### config.mk
export PLATFORM = sky130hd
export DESIGN_NAME = c_unary_scan_ctrl_flat
export DESIGN_NICKNAME = d
export VERILOG_FILES = /design/src/rtl/c_unary_scan_ctrl_pkg.sv /design/src/rtl/c_unary_scan_ctrl_if.sv /design/src/rtl/c_unary_scan_ctrl_chunk.sv /design/src/rtl/c_unary_scan_ctrl.sv /design/src/flat_wrapper.sv
export SDC_FILE = /design/constraint.sdc
export NUM_CORES = 1
export LEC_CHECK = 0
export ABC_AREA = 1
export CORE_MARGIN = 2
export CORE_UTILIZATION = 40
export DETAILED_ROUTE_END_ITERATION = 16
export PLACE_DENSITY = 0.76
export SYNTH_ARGS = -nofsm -noshare
export SYNTH_HDL_FRONTEND = slang
export SYNTH_SLANG_ARGS = --single-unit
### constraint.sdc
create_clock -name clk -period 4.1 [get_ports clk]
set_input_delay 0.41 -clock clk [delete_from_list [all_inputs] [get_ports clk]]
set_output_delay 0.41 -clock clk [all_outputs]
set_load 0.01 [all_outputs]
### src/rtl/c_unary_scan_ctrl_pkg.sv
// Shared types for the multi-beat unary (thermometer) code classifier.
package c_unary_scan_ctrl_pkg;

  typedef enum logic [1:0] {
    IDLE,
    SCAN,
    DONE
  } state_t;

  // State carried from one scanned bit to the next, and across beats.
  typedef struct packed {
    logic is_first;     // next bit is bit 0 of the vector
    logic x_prev;       // value of the previously scanned bit
    logic seen_edge;    // one symbol change already observed
    logic all_ones;     // every bit so far is 1
    logic all_zeros_n;  // every bit so far is 0
    logic is_unary;     // prefix still matches 1..10..0
    logic is_unary_n;   // prefix still matches 0..01..1
  } carry_t;

  // Width needed to hold a count in the range 0..w.
  function automatic int cnt_width(input int w);
    return $clog2(w + 1);
  endfunction

endpackage

### src/rtl/c_unary_scan_ctrl_if.sv
// Producer/consumer handshake bundle for the unary scan controller.
interface c_unary_scan_ctrl_if
  import c_unary_scan_ctrl_pkg::*;
#(
  parameter int P_W = 64
);
  localparam int P_CW = cnt_width(P_W);

  logic            i_in_vld;
  logic [P_W-1:0]  i_in_w;
  logic            o_in_rdy;
  logic            o_out_vld;
  logic            i_out_rdy;
  logic            o_out_is_unary;
  logic            o_out_is_unary_n;
  logic [P_CW-1:0] o_out_count;
  logic            o_busy;

  modport slave (
    input  i_in_vld, i_in_w, i_out_rdy,
    output o_in_rdy, o_out_vld, o_out_is_unary, o_out_is_unary_n, o_out_count, o_busy
  );

  modport master (
    output i_in_vld, i_in_w, i_out_rdy,
    input  o_in_rdy, o_out_vld, o_out_is_unary, o_out_is_unary_n, o_out_count, o_busy
  );

endinterface

### src/rtl/c_unary_scan_ctrl_chunk.sv
// Combinational P_K-bit chain of unary-detect cells plus chunk popcount.
module c_unary_chunk
  import c_unary_scan_ctrl_pkg::*;
#(
  parameter int P_K = 8
) (
  input  logic [P_K-1:0]                chunk_w,
  input  carry_t                        c_in,
  output carry_t                        c_out,
  output logic [cnt_width(P_K)-1:0]     pop
);
  localparam int PW = cnt_width(P_K);

  carry_t        c;
  logic [PW-1:0] cnt;
  logic          x;

  // Walk the chunk LSB first; a second symbol change kills both codes.
  always_comb begin
    c   = c_in;
    cnt = '0;
    x   = 1'b0;
    for (int unsigned i = 0; i < P_K; i++) begin
      x = chunk_w[i];
      if (c.is_first) begin
        c.is_unary    = c.is_unary & x;
        c.is_unary_n  = c.is_unary_n & ~x;
        c.all_ones    = x;
        c.all_zeros_n = ~x;
      end else begin
        if (x != c.x_prev) begin
          if (c.seen_edge) begin
            c.is_unary   = 1'b0;
            c.is_unary_n = 1'b0;
          end
          c.seen_edge = 1'b1;
        end
        c.all_ones    = c.all_ones & x;
        c.all_zeros_n = c.all_zeros_n & ~x;
      end
      c.x_prev   = x;
      c.is_first = 1'b0;
      cnt        = cnt + PW'(x);
    end
  end

  assign c_out = c;
  assign pop   = cnt;

endmodule

### src/rtl/c_unary_scan_ctrl.sv
// Scans a wide vector P_K bits per cycle and classifies it as unary code.
module c_unary_scan_ctrl
  import c_unary_scan_ctrl_pkg::*;
#(
  parameter int P_W                   = 64,
  parameter int P_K                   = 8,
  parameter int P_ADMIT_COMPLIMENT_EN = 1
) (
  input logic               clk,
  input logic               arst,
  c_unary_scan_ctrl_if.slave bus
);
  localparam int N  = P_W / P_K;
  localparam int BW = (N > 1) ? $clog2(N) : 1;
  localparam int CW = cnt_width(P_W);
  localparam int PW = cnt_width(P_K);
  localparam logic [BW-1:0] LAST_BEAT = BW'(N - 1);
  localparam carry_t CARRY_INIT = '{
    is_first:    1'b1,
    x_prev:      1'b0,
    seen_edge:   1'b0,
    all_ones:    1'b0,
    all_zeros_n: 1'b0,
    is_unary:    1'b1,
    is_unary_n:  (P_ADMIT_COMPLIMENT_EN != 0)
  };

  state_t          state;
  logic [BW-1:0]   beat;
  logic [P_W-1:0]  vec;
  carry_t          carry;
  carry_t          carry_nxt;
  logic [CW-1:0]   ones;
  logic [CW-1:0]   ones_nxt;
  logic [PW-1:0]   pop;
  logic [P_K-1:0]  chunk;
  logic            killed;

  logic            in_rdy_q;
  logic            out_vld_q;
  logic            is_unary_q;
  logic            is_unary_n_q;
  logic [CW-1:0]   count_q;
  logic            busy_q;

  assign chunk    = vec[beat*P_K +: P_K];
  assign ones_nxt = ones + CW'(pop);
  assign killed   = !carry_nxt.is_unary && !carry_nxt.is_unary_n;

  c_unary_chunk #(
    .P_K (P_K)
  ) u_chunk (
    .chunk_w (chunk),
    .c_in    (carry),
    .c_out   (carry_nxt),
    .pop     (pop)
  );

  // Controller FSM: capture, scan beats with early kill, hold result until taken.
  always_ff @(posedge clk or posedge arst) begin
    if (arst) begin
      state        <= IDLE;
      beat         <= '0;
      vec          <= '0;
      carry        <= '0;
      ones         <= '0;
      in_rdy_q     <= 1'b1;
      out_vld_q    <= 1'b0;
      is_unary_q   <= 1'b0;
      is_unary_n_q <= 1'b0;
      count_q      <= '0;
      busy_q       <= 1'b0;
    end else begin
      case (state)
        IDLE: begin
          if (bus.i_in_vld && in_rdy_q) begin
            vec      <= bus.i_in_w;
            beat     <= '0;
            carry    <= CARRY_INIT;
            ones     <= '0;
            in_rdy_q <= 1'b0;
            busy_q   <= 1'b1;
            state    <= SCAN;
          end
        end
        SCAN: begin
          carry <= carry_nxt;
          ones  <= ones_nxt;
          if (beat == LAST_BEAT || killed) begin
            out_vld_q    <= 1'b1;
            is_unary_q   <= carry_nxt.is_unary;
            is_unary_n_q <= carry_nxt.is_unary_n;
            count_q      <= carry_nxt.is_unary   ? ones_nxt :
                            carry_nxt.is_unary_n ? CW'(P_W) - ones_nxt : '0;
            state        <= DONE;
          end else begin
            beat <= beat + 1'b1;
          end
        end
        DONE: begin
          if (bus.i_out_rdy) begin
            out_vld_q    <= 1'b0;
            is_unary_q   <= 1'b0;
            is_unary_n_q <= 1'b0;
            count_q      <= '0;
            in_rdy_q     <= 1'b1;
            busy_q       <= 1'b0;
            state        <= IDLE;
          end
        end
        default: state <= IDLE;
      endcase
    end
  end

  assign bus.o_in_rdy         = in_rdy_q;
  assign bus.o_out_vld        = out_vld_q;
  assign bus.o_out_is_unary   = is_unary_q;
  assign bus.o_out_is_unary_n = is_unary_n_q;
  assign bus.o_out_count      = count_q;
  assign bus.o_busy           = busy_q;

endmodule

### src/flat_wrapper.sv
// flat-port wrapper written by rule: the top's interface ports become plain ports
module c_unary_scan_ctrl_flat import c_unary_scan_ctrl_pkg::*;
#(
  parameter int P_W                   = 64,
  parameter int P_K                   = 8,
  parameter int P_ADMIT_COMPLIMENT_EN = 1
)
  (clk, arst, bus_i_in_vld, bus_i_in_w, bus_i_out_rdy, bus_o_in_rdy, bus_o_out_vld, bus_o_out_is_unary, bus_o_out_is_unary_n, bus_o_out_count, bus_o_busy);
  c_unary_scan_ctrl_if #(.P_W(P_W)) bus_i ();
  input logic clk;
  input logic arst;
  input wire logic [$bits(bus_i.i_in_vld)-1:0] bus_i_in_vld;
  input wire logic [$bits(bus_i.i_in_w)-1:0] bus_i_in_w;
  input wire logic [$bits(bus_i.i_out_rdy)-1:0] bus_i_out_rdy;
  output wire logic [$bits(bus_i.o_in_rdy)-1:0] bus_o_in_rdy;
  output wire logic [$bits(bus_i.o_out_vld)-1:0] bus_o_out_vld;
  output wire logic [$bits(bus_i.o_out_is_unary)-1:0] bus_o_out_is_unary;
  output wire logic [$bits(bus_i.o_out_is_unary_n)-1:0] bus_o_out_is_unary_n;
  output wire logic [$bits(bus_i.o_out_count)-1:0] bus_o_out_count;
  output wire logic [$bits(bus_i.o_busy)-1:0] bus_o_busy;
  assign bus_i.i_in_vld = bus_i_in_vld;
  assign bus_i.i_in_w = bus_i_in_w;
  assign bus_i.i_out_rdy = bus_i_out_rdy;
  assign bus_o_in_rdy = bus_i.o_in_rdy;
  assign bus_o_out_vld = bus_i.o_out_vld;
  assign bus_o_out_is_unary = bus_i.o_out_is_unary;
  assign bus_o_out_is_unary_n = bus_i.o_out_is_unary_n;
  assign bus_o_out_count = bus_i.o_out_count;
  assign bus_o_busy = bus_i.o_busy;
  c_unary_scan_ctrl #(.P_W(P_W), .P_K(P_K), .P_ADMIT_COMPLIMENT_EN(P_ADMIT_COMPLIMENT_EN)) u_core (.clk(clk), .arst(arst), .bus(bus_i));
endmodule
==> metrics, run 1 <==
RR Endpoint=u_core.bus.o_out_count[3]; most frequent cell after synthesis=nand2_1; nets@finish=839; routability congestion estimate=0.863; clk root buf=clkbuf_16; Core Rows=40; max cap viols=0; die area=13,500 um^2; count of cell types in the netlist=35; core area=12,100 um^2; Reg clk slew, reported paths=60 ps; total CTS buffers=9; Critical Path Start Type=flop; Seq cells post-synth=93; outcome=complete, but fails checks; CTS tree=built; DR vias/cell=4.71; Final Cycle Share=106%; Fin. Hold Viols=0; Most used DFF post-synth=dfrtp_1; die width=116 um; Hold Path Depth=2; Hold Crit Class=flop to flop; Final min period=4330 ps; Net Sw Power=0.000380 W; WP data required=4380 ps; CP Capture Type=flop; RSZ-0062 raised after global routing=yes; Clk network pwr share=45.0%; worst hold start=u_core.bus.o_out_count[0]; HPWL Detailed=8.41 mm; post-synthesis cell area=5020 um^2; Storage cell area=2330 um^2; post-synth net total=732; Slew @ Worst Pin=760 ps; final-report max-slew violation count=0; Seq/Total Area, Yosys=46.4%; Max-slew headroom=49.4%; largest net degree at the start of global routing=89; area delta synth->final=33.2%; vias in the first global route=4,414; boundary pin count=80; first-pass GRT wire length=20.6 mm; DP Worst Slack=-244 ps; async set-reset flop share out of synthesis=100%; syn_area_per_cell=7.73 um^2; Seq pwr share=50.5%; crit path DAT=4610 ps; final wirelength=12.0 mm; Synth Instances=649; GRT Util Overall=19.4%; Sw Ratio=20.9%; combinational fraction of design power=4.6%; leakage=3.38 nW; First DRT Iteration DRCs=221; Commonest cells post-synth=nand2_1 (248), dfrtp_1 (92), inv_1 (61), o21ai_0 (48), nor2_1 (40); Pre-antenna DRT Iters=4; Fin Setup TNS=-921 ps; worst-path fanout max=8; initial antenna violation count=0; worst reg2reg path depth=22; hold endpoint=u_core.bus.o_out_count[0]; Longest Clk Path Bufs=2; violated checks=negative setup slack; P_int=0.00144 W; critical path class=flop to flop; peak supply drop=0.160 mV; grt ovf=0; power density over cell area=272 nW/um^2; Core Util, Final=55.2%; Die H=116 um; share of the synthesized area in the top cell type=45.9%; clock skew=7.13 ps; setup violators final=5; Worst-Skew Late Latency=350 ps; starting density of the core=41.4%; Synth area leader=dfrtp_1; number of synthesized flops with an enable pin=0; setup slack, reg-to-reg=-230 ps; PortBufs=79; fillers=1,147; CTS Sinks=93; vias=4,380; fraction of layout cells with a size suffix above 1=15.6%; Multi-input gate area=2420 um^2; diodes inserted=0; Setup WS post-layout=-232 ps; maximum clock frequency=231 MHz; Area contributors post-synth=dfrtp_1 (46%), nand2_1 (19%), o21ai_0 (4.8%); yosys warns=0; reg2reg start=u_core.beat[0]; Max H-tree Level=3; Routed wire per std cell=12.9 um; # DRC=0; Routed Antenna Nets=0
-- stage by stage --
step | power, W | cell area [um^2] | hold WS (ps) | std cells
after floorplan | 0.000948 | 5070 | 444 | 649
after global placement | 0.00102 | 6200 | 458 | 903
after CTS | 0.00184 | 6610 | 478 | 925
after global routing | 0.00188 | 6680 | 491 | 929
after detailed placement | 0.00102 | 6200 | 463 | 903
final | 0.00182 | 6680 | 471 | 929
-- cells in the final DEF (no fill, tap or decap), types with 4 or more instances in the layout --
| master | synthesis | routed |
|---|---|---|
| nand2_1 | 248 | 247 |
| nand4_1 | 5 | 5 |
| o21ai_1 | 6 | 7 |
| inv_2 | 0 | 5 |
| ha_1 | 10 | 9 |
| xor2_1 | 7 | 6 |
| inv_1 | 61 | 56 |
| nand3_1 | 35 | 27 |
| clkbuf_16 | 0 | 9 |
| clkdlybuf4s50_1 | 0 | 79 |
| nand3_2 | 3 | 10 |
| a21oi_1 | 11 | 10 |
| nand2_2 | 10 | 11 |
| dfrtp_1 | 92 | 91 |
| nor2_1 | 40 | 37 |
| buf_4 | 1 | 38 |
| buf_6 | 5 | 4 |
| o22ai_1 | 14 | 14 |
| o21ai_0 | 48 | 43 |
-- worst max-delay path, stage by stage (launching register included) --
cell and delay, ps:
dfrtp_2 460, inv_4 80, buf_6 130, o21ai_2 100, o22ai_1 80, nand2_1 70, nand2_2 70, fa_1 530
fa_1 430, fa_1 510, fa_2 210, inv_2 40, fa_2 570, inv_2 60, nor3_4 200, buf_4 140
buf_6 80, xnor2_2 50, inv_1 70, nand3_2 70, a21oi_2 150, nand2_1 60, nand2_1 90
-- power by group through the flow --
stage / registers (W) / clock network (W) / logic (W)
3_5_place_dp: 0.000935 / 0 / 0.0000846
6_report: 0.000917 / 0.000817 / 0.0000828
2_1_floorplan: 0.000935 / 0 / 0.0000133
4_1_cts: 0.000917 / 0.000834 / 0.0000849
5_1_grt: 0.000916 / 0.000873 / 0.0000913
3_3_place_gp: 0.000935 / 0 / 0.0000840
-- state kept, by name (all words and copies together) (netlist names) --
name	flops
u_core.bus.o_out_count	7
u_core.bus.o_in_rdy	1
u_core.beat	3
u_core.carry	5
u_core.state	2
u_core.ones	7
u_core.bus.o_out_is_unary_n	1
u_core.bus.o_busy	1
u_core.bus.o_out_is_unary	1
u_core.vec	64
u_core.bus.o_out_vld	1
-- timing repair --
action	in CTS	in global routing
setup endpoints to repair	7	9
resized for setup	20	13
cloned	1	0
setup buffers	5	4
hold buffers	0	0
pin swaps	8	9
-- cells by family (layout without fill, tap and decap cells) --
| kind of cell | after synthesis | in the layout | synth area share, % |
|---|---|---|---|
| xor+xnor | 14 | 14 | 2.74 |
| fa+ha+maj | 15 | 15 | 4.49 |
| compound gates | 82 | 82 | 8.68 |
| buf+inv | 93 | 205 | 8.05 |
| flops | 93 | 93 | 46.4 |
| simple gates | 352 | 352 | 29.6 |
-- per-layer routing --
layer	GRT usage, %	vias up	wire length (um)
met1	26.2	2007	5670
li1	-	2255	-
met4	7.22	0	193
met3	2.46	12	491
met5	0	-	0
met2	32.3	106	5630
-- how the worst max path moves through the flow --
stage | startpoint | endpoint | slack (ps) | cells after the start
4_1_cts | u_core.beat[0] | u_core.bus.o_out_count[2] | -170 | 20
5_1_grt | u_core.beat[0] | u_core.bus.o_out_count[5] | -510 | 20
6_report | u_core.beat[0] | u_core.bus.o_out_count[3] | -230 | 22
2_1_floorplan | u_core.beat[0] | u_core.bus.o_out_count[6] | -100 | 23
3_5_place_dp | u_core.beat[0] | u_core.bus.o_out_count[4] | -240 | 21
3_3_place_gp | u_core.beat[0] | u_core.bus.o_out_count[4] | -150 | 21
-- layout make-up --
| type | instances | area share, % |
|---|---|---|
| timing repair buffer | 123 | 17.4 |
| multi-input combinational | 463 | 36.3 |
| clock inverter | 4 | 0.468 |
| timing repair inverter | 1 | 0.112 |
| sequential | 93 | 34.9 |
| inverter | 65 | 3.78 |
| tap | 168 | 3.14 |
| clock buffer | 12 | 3.99 |
(Power assumes the default switching activity.)
==> inputs of run 2 (changes only) <==
--- a/config.mk
+++ b/config.mk
@@ -9,6 +9,7 @@
 export CORE_MARGIN = 2
 export CORE_UTILIZATION = 40
 export DETAILED_ROUTE_END_ITERATION = 16
+export MAX_ROUTING_LAYER = met4
 export PLACE_DENSITY = 0.76
 export SYNTH_ARGS = -nofsm -noshare
 export SYNTH_HDL_FRONTEND = slang
==> run 2 against run 1 <==
Effect of this change: the run still ends with negative setup slack left; combinational power hardly changed; critical path depth stayed put; utilization stayed put; power is 0.21% higher; critical path type unchanged.
==> metrics, run 2 (synthesized netlist as in run 1, its figures left out) <==
Core Rows=40 (unchanged); Fin Setup TNS=-904 ps (+17.3 ps); power density over cell area=272 nW/um^2 (+0.21%); final-report max-slew violation count=0 (unchanged); First DRT Iteration DRCs=229 (+3.6%); initial antenna violation count=0 (unchanged); Max-slew headroom=48.8% (-0.60 points); met2 wire len=5.62 mm (-0.20%); Core Util, Final=55.2% (unchanged); core area=12,100 um^2 (unchanged); violated checks=negative setup slack; routability congestion estimate=0.877 (+1.6%); Routed wire per std cell=12.9 um (+0.14%); setup violators final=5 (unchanged); diodes inserted=0 (unchanged); Die H=116 um (unchanged); max FFs per register=64 (unchanged); Setup WS post-layout=-231 ps (+1.38 ps); Longest Clk Path Bufs=2 (unchanged); first-pass GRT wire length=20.6 mm (+0.14%); peak supply drop=0.160 mV (about the same); RSZ-0062 raised after global routing=yes; Top Metal Used=met4; clk root buf=clkbuf_16; max cap viols=0 (unchanged); PortBufs=79 (unchanged); maximum clock frequency=231 MHz (about the same); GRT Util Overall=20.0% (+0.61 points); Final Cycle Share=106% (about the same); grt ovf=0 (unchanged); DR vias/cell=4.74 (+0.48%); met1 wire length=5.68 mm (+0.21%); CP max-delay cell=fa_2; Power Total=0.00182 W (+0.21%); Max H-tree Level=3 (unchanged); area delta synth->final=33.2% (unchanged); die area=13,500 um^2 (unchanged); die width=116 um (unchanged); CP Capture Type=flop; fraction of layout cells with a size suffix above 1=15.6% (unchanged); Routed Antenna Nets=0 (unchanged); vias=4,401 (+0.48%); Fin. Hold Viols=0 (unchanged); leakage=3.38 nW (unchanged); CP Cell Sequence=inv_4, buf_6, o21ai_2, o22ai_1, nand2_1, nand2_2, fa_1, fa_1, fa_1, fa_2, inv_2, fa_2, inv_2, nor3_4, buf_4, buf_6, xnor2_2, inv_1, nand3_2, a21oi_2, nand2_1, nand2_1; clock skew=7.53 ps (+0.401 ps); Worst-Skew Late Latency=350 ps (about the same); WP data required=4380 ps (about the same); Post-Place Cells=903 (unchanged); Critical Path Start Type=flop; Reg clk slew, reported paths=60 ps (about the same); # DRC=0 (unchanged); commonest non-fill, non-tap cell in the layout=nand2_1; CTS tree=built; Reg with most FFs=u_core.vec; Slew @ Worst Pin=768 ps (+8.96 ps); Crit path max-delay family=adder cells; crit path DAT=4610 ps (about the same); Met3 Wirelength=508 um (+3.5%); final wirelength=12.0 mm (+0.14%); starting density of the core=41.4% (unchanged); critical path class=flop to flop; Pre-antenna DRT Iters=4 (unchanged); max incr delay on CP=570 ps (about the same); worst-path fanout max=8 (unchanged); CTS Sinks=93 (unchanged); total CTS buffers=9 (unchanged); commonest non-fill, non-tap cells in the layout=nand2_1 (247), dfrtp_1 (91), clkdlybuf4s50_1 (79); CP bufs+invs=7 (unchanged); nets@finish=839 (unchanged); Hold Crit Class=flop to flop; outcome=complete, but fails checks; # hold bufs at CTS=0 (unchanged); fillers=1,147 (unchanged); HPWL Detailed=8.41 mm (unchanged); boundary pin count=80 (unchanged); vias in the first global route=4,407 (-0.16%); largest net degree at the start of global routing=89 (unchanged); final std cells w/o fill=929 (unchanged); Final min period=4330 ps (-1.38 ps)
==> run 2: cell counts in the layout (fill, tap and decap cells not counted) <==
No cell type changed its count.
==> run 2: metrics by stage <==
| stage | worst slack [ps] | hold slack, ps | cell area, um^2 |
|---|---|---|---|
| 6_report | -231 | 472 | 6680 |
| 5_1_grt | -510 | 491 | 6680 |
| 4_1_cts | -170 | 478 | 6610 |
| 3_5_place_dp | -244 | 463 | 6200 |
| 3_3_place_gp | -154 | 458 | 6200 |
| 2_1_floorplan | -97.8 | 444 | 5070 |
==> run 2: worst paths after layout <==
kind / startpoint / endpoint / slack [ps] / cells past startpoint
setup / recovery: u_core.beat[0] / u_core.bus.o_out_count[3] / -230 / 22
setup reg to reg: u_core.beat[0] / u_core.bus.o_out_count[3] / -230 / 22
max in group asynchronous: arst / u_core.bus.o_in_rdy / 2770 / 3
min in group asynchronous: arst / u_core.vec[34] / 480 / 2
hold reg to reg: u_core.bus.o_out_count[0] / u_core.bus.o_out_count[0] / 470 / 2
hold / removal: u_core.bus.o_out_count[0] / u_core.bus.o_out_count[0] / 470 / 2
==> run 2: worst min-delay path, stage by stage (launching register included) <==
cell     delay [ps]
dfrtp_1         340
nand2_1          50
nand2_1          50
==> run 2: cell type report <==
cell class / count / area [um^2] / area share, %
Clock buffer: 12 / 267 / 3.99
Clock inverter: 4 / 31.3 / 0.468
Inverter: 65 / 253 / 3.78
Multi-Input combinational cell: 463 / 2420 / 36.3
Sequential cell: 93 / 2330 / 34.9
Tap cell: 168 / 210 / 3.14
Timing Repair Buffer: 123 / 1160 / 17.4
Timing Repair inverter: 1 / 7.51 / 0.112
==> run 2: metal layers <==
metal	GRT usage, %	vias up
li1	-	2254
met1	26.2	2018
met2	32.3	116
met3	2.46	13
met4	7.22	0
met5	-	-
==> run 2: what timing repair did <==
action / 4_1_cts / 5_1_grt
pin swaps: 8 / 9
endpoints found under the setup margin: 7 / 9
resized for setup: 20 / 13
setup buffers: 5 / 4
endpoints found under the hold margin: 0 / 0
gates cloned: 1 / 0
==> run 2: report_power, final <==
part / total [W] / switching, W / leakage, nW / internal [W]
combinational: 0.0000828 / 0.0000264 / 2.17 / 0.0000564
clock: 0.000821 / 0.000358 / 0.149 / 0.000463
sequential: 0.000917 / 0 / 1.06 / 0.000917
total: 0.00182 / 0.000384 / 3.38 / 0.00144
==> inputs of run 3 (changes only) <==
--- a/config.mk
+++ b/config.mk
@@ -5,12 +5,11 @@
 export SDC_FILE = /design/constraint.sdc
 export NUM_CORES = 1
 export LEC_CHECK = 0
-export ABC_AREA = 1
 export CORE_MARGIN = 2
 export CORE_UTILIZATION = 40
 export DETAILED_ROUTE_END_ITERATION = 16
 export MAX_ROUTING_LAYER = met4
-export PLACE_DENSITY = 0.76
+export PLACE_DENSITY = 0.74
 export SYNTH_ARGS = -nofsm -noshare
 export SYNTH_HDL_FRONTEND = slang
 export SYNTH_SLANG_ARGS = --single-unit
==> constraint.sdc (replaced) <==
create_clock -name clk -period 4 [get_ports clk]
set_input_delay 0.4 -clock clk [delete_from_list [all_inputs] [get_ports clk]]
set_output_delay 0.4 -clock clk [all_outputs]
set_load 0.01 [all_outputs]
==> run 3 against run 2 <==
Effect of this change: the flow still finishes with violations (negative setup slack); clock skew is 1.1 ps lower; via count is 22% lower; power is 2.7% higher; first-iteration DRC count is 30% lower; setup slack worse by 410 ps; critical endpoint is now u_core.bus.o_out_count[5]; synthesized cell count is 41% lower; fmax is 6.6% lower; sequential power is 2.5% higher; sequential share of layout area is 0.99 points higher; critical path depth is 6 lower.
==> metrics, run 3 <==
core area=11,900 um^2 (-1.7%); area share of fa/ha/maj cells after synthesis=4.67% (+0.18 points); DP Worst Slack=-812 ps (-568 ps); Synth Instances=384 (-41%); critical path startpoint=u_core.beat[0]; WP data required=4200 ps (-180 ps); area delta synth->final=34.8%; worst reg2reg path depth=16 (-27%); worst-path fanout max=5 (-3); Slew @ Worst Pin=954 ps (+186 ps); starting density of the core=40.5% (-0.92 points); vias in the first global route=3,609 (-18%); Die H=114 um (-1.9%); CTS tree=built; GRT Util Overall=18.0% (-2.0 points); Pre-antenna DRT Iters=4 (unchanged); largest net degree at the start of global routing=82 (-7.9%); Seq/Total Area, Yosys=48.3% (+1.9 points); post-synthesis cell area=4820 um^2 (-3.8%); Setup WS post-layout=-638 ps (-407 ps); Final Cycle Share=116% (+10 points); crit path capture=u_core.bus.o_out_count[5]; violated checks=negative setup slack; Post-Synth Simple-Gate Area=7.57% (-22 points); final-report max-slew violation count=0 (unchanged); largest family of logic cells by synthesized area=multiplexers; grt ovf=0 (unchanged); syn_area_per_cell=12.6 um^2 (+63%); Routed Antenna Nets=0 (unchanged); first-pass GRT wire length=17.7 mm (-14%); share of the synthesized area in the top cell type=47.7% (+1.8 points); boundary pin count=80 (unchanged); CP max-delay cell=fa_1; multiplexer share of the synthesized area=25.2% (+25 points); commonest non-fill, non-tap cells in the layout=dfrtp_1 (90), clkdlybuf4s50_1 (79), mux2_2 (72); outcome=complete, but fails checks; peak supply drop=0.198 mV (+24%); diodes inserted=0 (unchanged); RR Endpoint=u_core.bus.o_out_count[5]; Worst-Skew Late Latency=340 ps (about the same); Longest Clk Path Bufs=2 (unchanged); crit path DAT=4840 ps (+230 ps); Area contributors post-synth=dfrtp_1 (48%), mux2_2 (17%), mux4_2 (3.7%); count of cell types in the netlist=56 (+60%); PortBufs=79 (unchanged); yosys warns=0 (unchanged); Worst path most repeated cell=fa_1; Synth Area in XOR/XNOR=1.09% (-1.7 points); Reg clk slew, reported paths=70 ps (about the same); setup violators final=11 (+6); Core Rows=40 (unchanged); Final min period=4640 ps (+307 ps); Synth area leader=dfrtp_1; clk root buf=clkbuf_16; max FFs per register=64 (unchanged); met1 usage in global routing=22.0% (-4.3 points); maximum clock frequency=216 MHz (-6.6%); final wirelength=10.8 mm (-10%); total CTS buffers=9 (unchanged); Max-slew headroom=36.4% (-12 points); Critical Path Start Type=flop; critical path class=flop to flop; die area=13,000 um^2 (-3.7%); vias=3,422 (-22%); clock skew=6.48 ps (-1.05 ps); Seq cells post-synth=93 (unchanged); CP bufs+invs=2 (-5); fraction of layout cells with a size suffix above 1=35.5% (+20 points); max cap viols=0 (unchanged); Most used DFF post-synth=dfrtp_1; Commonest cells post-synth=dfrtp_1 (92), mux2_2 (74), nand2_1 (27), inv_1 (16), o21ai_0 (14); setup slack, reg-to-reg=-640 ps (-410 ps); Hold Crit Class=flop to flop; CP Cell Sequence=mux4_2, mux2_4, fa_1, fa_1, fa_1, fa_2, inv_2, fa_2, inv_2, a21o_1, a21oi_4, xor2_4, a31oi_1, mux2i_1, o22ai_1, o2bb2ai_1; most frequent cell after synthesis=dfrtp_1; Reg with most FFs=u_core.vec; DR vias/cell=5.28 (+11%); Routed wire per std cell=16.6 um (+28%); routability congestion estimate=0.861 (-1.8%); number of synthesized flops with an enable pin=0 (unchanged); CTS Sinks=93 (unchanged); First DRT Iteration DRCs=161 (-30%); commonest non-fill, non-tap cell in the layout=dfrtp_1; Fin. Hold Viols=0 (unchanged); async set-reset flop share out of synthesis=100% (unchanged); die width=114 um (-1.9%); Synth Area in Compound Gates=10.2% (+1.5 points); CP Capture Type=flop; post-synth net total=467 (-36%); met2 Use GR=29.5% (-2.7 points); initial antenna violation count=0 (unchanged); grt met3 use=3.83% (+1.4 points); # DRC=0 (unchanged); max incr delay on CP=530 ps (-40 ps); HPWL Detailed=7.86 mm (-6.5%); power density over cell area=287 nW/um^2 (+5.5%); Most Crowded Layer GR=met2; reg2reg start=u_core.beat[0]; Power Total=0.00187 W (+2.7%); Crit. path cell count=16 (-27%); Crit path max-delay family=adder cells; Max H-tree Level=3 (unchanged); nets@finish=580 (-31%); RSZ-0062 raised after global routing=yes; leakage=3.02 nW (-11%); WHS=478 ps (+6.02 ps)
[run 3: layer usage]
layer  part of all wire [%]  wire, um
met1                     43      4650
met2                     50      5430
met3                    4.5       486
met4                    1.8       189
met5                      0         0
[run 3: repair_timing]
action | 4_1_cts | 5_1_grt
setup buffers | 7 | 4
pin swaps | 6 | 6
endpoints found under the setup margin | 11 | 12
hold buffers | 0 | 0
resized for setup | 17 | 12
[run 3: cell families (layout without fill, tap and decap cells)]
kind of cell	Yosys count	after routing
mux	97	97
flops	93	93
simple gates	70	70
compound gates	68	68
buf+inv	35	152
fa+ha+maj	15	15
xor+xnor	6	6
[run 3: final cells by class]
type                            instances  area, um^2
Inverter                               16        61.3
Fill cell                            1008        5410
Clock inverter                          6        62.6
Timing Repair Buffer                  121        1140
Multi-Input combinational cell        256        2500
Sequential cell                        93        2330
Tap cell                              147         184
Clock buffer                            9         225
[run 3: metrics by stage]
step                      utilization, %  instances  cell area [um^2]  setup TNS [ps]
final                               54.6        648              6500           -4040
after global routing                54.6        648              6500           -5810
after CTS                           54.1        644              6440           -4440
after detailed placement            50.5        622              6010           -5080
after global placement              50.5        622              6010           -3830
after floorplan                        -        384              4870           -2710
[run 3: worst min path at each step]
stage	cells past startpoint	end	startpoint	slack, ps
4_1_cts	1	u_core.bus.o_busy	u_core.bus.o_busy	480
6_report	1	u_core.bus.o_busy	u_core.bus.o_busy	480
3_3_place_gp	1	u_core.bus.o_out_vld	u_core.bus.o_out_vld	460
3_5_place_dp	1	u_core.bus.o_busy	u_core.bus.o_busy	470
5_1_grt	1	u_core.bus.o_busy	u_core.bus.o_busy	510
2_1_floorplan	1	u_core.vec[42]	u_core.vec[42]	470
[run 3: report_power, final]
part	switching [W]	leakage, nW	internal, W
Sequential	0	1.24	0.000940
Combinational	0.0000292	1.64	0.0000588
Clock	0.000359	0.146	0.000482
